--- src/rtl/addr4u_golden.sv ---
// Combinational W+1-bit reference adder; isolated so fault-injection flows can exclude it.
module addr4u_golden #(
    parameter int unsigned W = 4
) (
    input  logic [W-1:0] a,
    input  logic [W-1:0] b,
    output logic [W:0]   sum
);

    assign sum = {1'b0, a} + {1'b0, b};

endmodule

--- config.mk ---
export PLATFORM = sky130hd
export DESIGN_NAME = addr4u_golden
export DESIGN_NICKNAME = d
export VERILOG_FILES = /design/src/rtl/addr4u_golden.sv
export SDC_FILE = /design/constraint.sdc
export NUM_CORES = 1
export LEC_CHECK = 0
export ABC_CLOCK_PERIOD_IN_PS = 1840
export CORE_AREA = 2 2 39 41
export DETAILED_ROUTE_END_ITERATION = 7
export DIE_AREA = 0 0 41 43
export PLACE_DENSITY = 0.39
export SETUP_SLACK_MARGIN = 0.4
export SLEW_MARGIN = 20
export SYNTH_ARGS = -nofsm -noshare
export SYNTH_HDL_FRONTEND = slang
export SYNTH_SLANG_ARGS = --single-unit
--- constraint.sdc ---
create_clock -name vclk -period 1.84
set_clock_uncertainty 0.15 [all_clocks]
set_input_delay 0.368 -clock vclk [all_inputs]
set_output_delay 0.368 -clock vclk [all_outputs]
set_load 0.05 [all_outputs]
==> run_results.csv <==
group,metric,value,unit
status,run_status,"finished with violations",
status,violations,"setup timing",
cells_and_area,clkbuf_count,0,
power,p_clk_frac,0,
critical_path,crit_path_start_kind,"input port",
synth,ys_seq_area_frac,0,
power,power.leakage,0.000193,uW
detailed_routing,viasPerCell,3.65,
floorplanning,start_util,0.0986,
power,ir_drop,0.000167,V
sta,finalCriticalPeriod,1.94,ns
synth,syn-num-nets,29,
critical_path,cp_cell_sequence,"buf_8 -> ha_4 -> inv_2 -> fa_2 -> nor2b_2 -> o21ai_2 -> nand2b_4 -> buf_12",
cells_and_area,final_nets,45,
global_routing,grt-ovfl-total,0,
global_routing,grt_pass1_wl,855,um
floorplanning,die_h,43,um
critical_path,cp_slowest_cell,"fa_2",
floorplanning,die_w,41,um
clocking,hold_buffers,0,
critical_path,worstSetupPathType,"in -> out",
cells_and_area,area_delta_synth_final,246,%
critical_path,crit_buf_inv,3,
placed_design,place_congestion,0.512,
synth,syn_inst,16,
cells_and_area,seq_area,0,um2
flow_run,cap_violations,0,
power,power_frac_seq,0,
floorplanning,row_count,14,
sta,rsz0062_at_grt,"yes",
detailed_routing,drtIter0Drc,0,
hold_path,hp-class,"in -> out",
critical_path,crit_fanout,2,
detailed_routing,drcViolationCount,0,
synth,yosysUniqueCellTypes,9,
critical_path,cpPeakStageDelay,0.39,ns
synth,synth_area_leader_cell,"ha_1",
floorplanning,ioPinCount,13,
detailed_routing,wl_per_cell,10.4,um
detailed_routing,drt_wl_total,480,um
sta,fmax,515,MHz
cells_and_area,diodes,0,
critical_path,cp_top_family,"adder cells",
synth,syn_area_per_cell,8.52,um2
synth,syn-cell-area,136,um2
detailed_routing,num_vias,168,
synth,synthDominantCellAreaShare,0.367,
placed_design,place_area,432,um2
power,p_total,250,uW
placed_design,io_buffers,13,
detailed_routing,drtPass1Iterations,1,
global_routing,grt_use_total,0.0681,
cells_and_area,drive_gt1_frac,0.800,
sta,worst_slack,-0.100,ns
power,combPwrFrac,1.000,
synth,netlist_top_cells_area,"ha_1 37%, fa_1 15%, xnor2_1 13%",
floorplanning,core_area,1380,um2
detailed_routing,postRouteAntennaNets,0,
critical_path,cp.required,1.32,ns
critical_path,cp-end-kind,"output pin",
synth,synth_warnings,0,
sta,finalSetupViolCount,3,
power,p_int,133,uW
sta,holdWs,0.913,ns
sta,period_share,1.05,
global_routing,grt_pass1_vias,199,
floorplanning,dieArea,1760,um2
synth,synthTopCellsByCount,"4 x ha_1, 4 x inv_1, 2 x xnor2_1",
power,power_per_cell_area,530,nW/um2
sta,slew_headroom,0.885,
sta,finalHoldViolCount,0,
sta,slew_violations,0,
global_routing,antenna_found_initial,0,
cells_and_area,stdcell_area,472,um2
power,power_switching,117,uW
critical_path,cp.arrival,1.42,ns
sta,tightest_slew,0.172,ns
cells_and_area,nFlopsAndLatches,0,
power,sw_frac_of_total,0.468,
placed_design,dp_hpwl,384,um
clocking,post_cts_buffers,0,
global_routing,grt_max_degree,4,
## power by group through the flow
stage	clock network [uW]	logic [uW]	registers, uW
6_report	0	250	0
3_3_place_gp	0	241	0
3_5_place_dp	0	241	0
4_1_cts	0	251	0
5_1_grt	0	264	0
2_1_floorplan	0	139	0
## cell usage in the layout (no fill, tap or decap)
cell / netlist / final
nand2b_4: 0 / 1
a21o_1: 1 / 1
ha_4: 0 / 4
o21ai_2: 0 / 1
buf_6: 0 / 3
buf_8: 0 / 2
a21oi_4: 0 / 1
clkdlybuf4s15_1: 0 / 1
dlygate4sd2_1: 0 / 3
xnor2_4: 0 / 2
inv_1: 4 / 1
nor2b_2: 0 / 1
fa_2: 0 / 1
clkinvlp_4: 0 / 1
inv_2: 0 / 2
buf_12: 0 / 5
## kinds of logic (layout without fill, tap and decap cells)
logic type / Yosys count / count (layout) / share of synthesized area
buffers and inverters: 4 / 18 / 0.110
xor gates and xnor gates: 2 / 2 / 0.128
AOI/OAI and AO/OA: 3 / 3 / 0.156
adders and majority gates: 5 / 5 / 0.514
and+or+nand+nor: 2 / 2 / 0.0918
## metal layers
metal  global-route usage  wire (um)
met5                    0          0
met4                    0          0
met3               0.0105         76
met2                0.125        250
met1               0.0828        153
## path summary, 6_finish.rpt
check                 slack [ns]     end  depth (start not counted)  from
worst max-delay path       -0.10  sum[4]                          8  b[0]
worst min-delay path        0.91  sum[0]                          3  a[0]
## per-stage QoR
stage | instances | setup WS (ns) | TNS, ns | utilization
finish | 46 | -0.100 | -0.214 | 0.341
global route | 46 | -0.163 | -0.405 | 0.341
CTS | 46 | -0.103 | -0.269 | 0.335
detailed placement | 46 | -0.634 | -2.14 | 0.312
global placement | 46 | -0.628 | -2.09 | 0.312
floorplan | 16 | 0.00835 | 0 | -
## cell type report
cell class                 instances  area, um2
timing repair buffer              14        200
fill                             138        912
multi-input combinational         12        233
tap                               16       20.0
inverter                           4       18.8
## timing repair
| action | in CTS | in global routing |
|---|---|---|
| pin swaps | 8 | 1 |
| resized for setup | 33 | 2 |
| endpoints found under the setup margin | 5 | 4 |
Note: power is estimated with default switching activity, not from simulation.
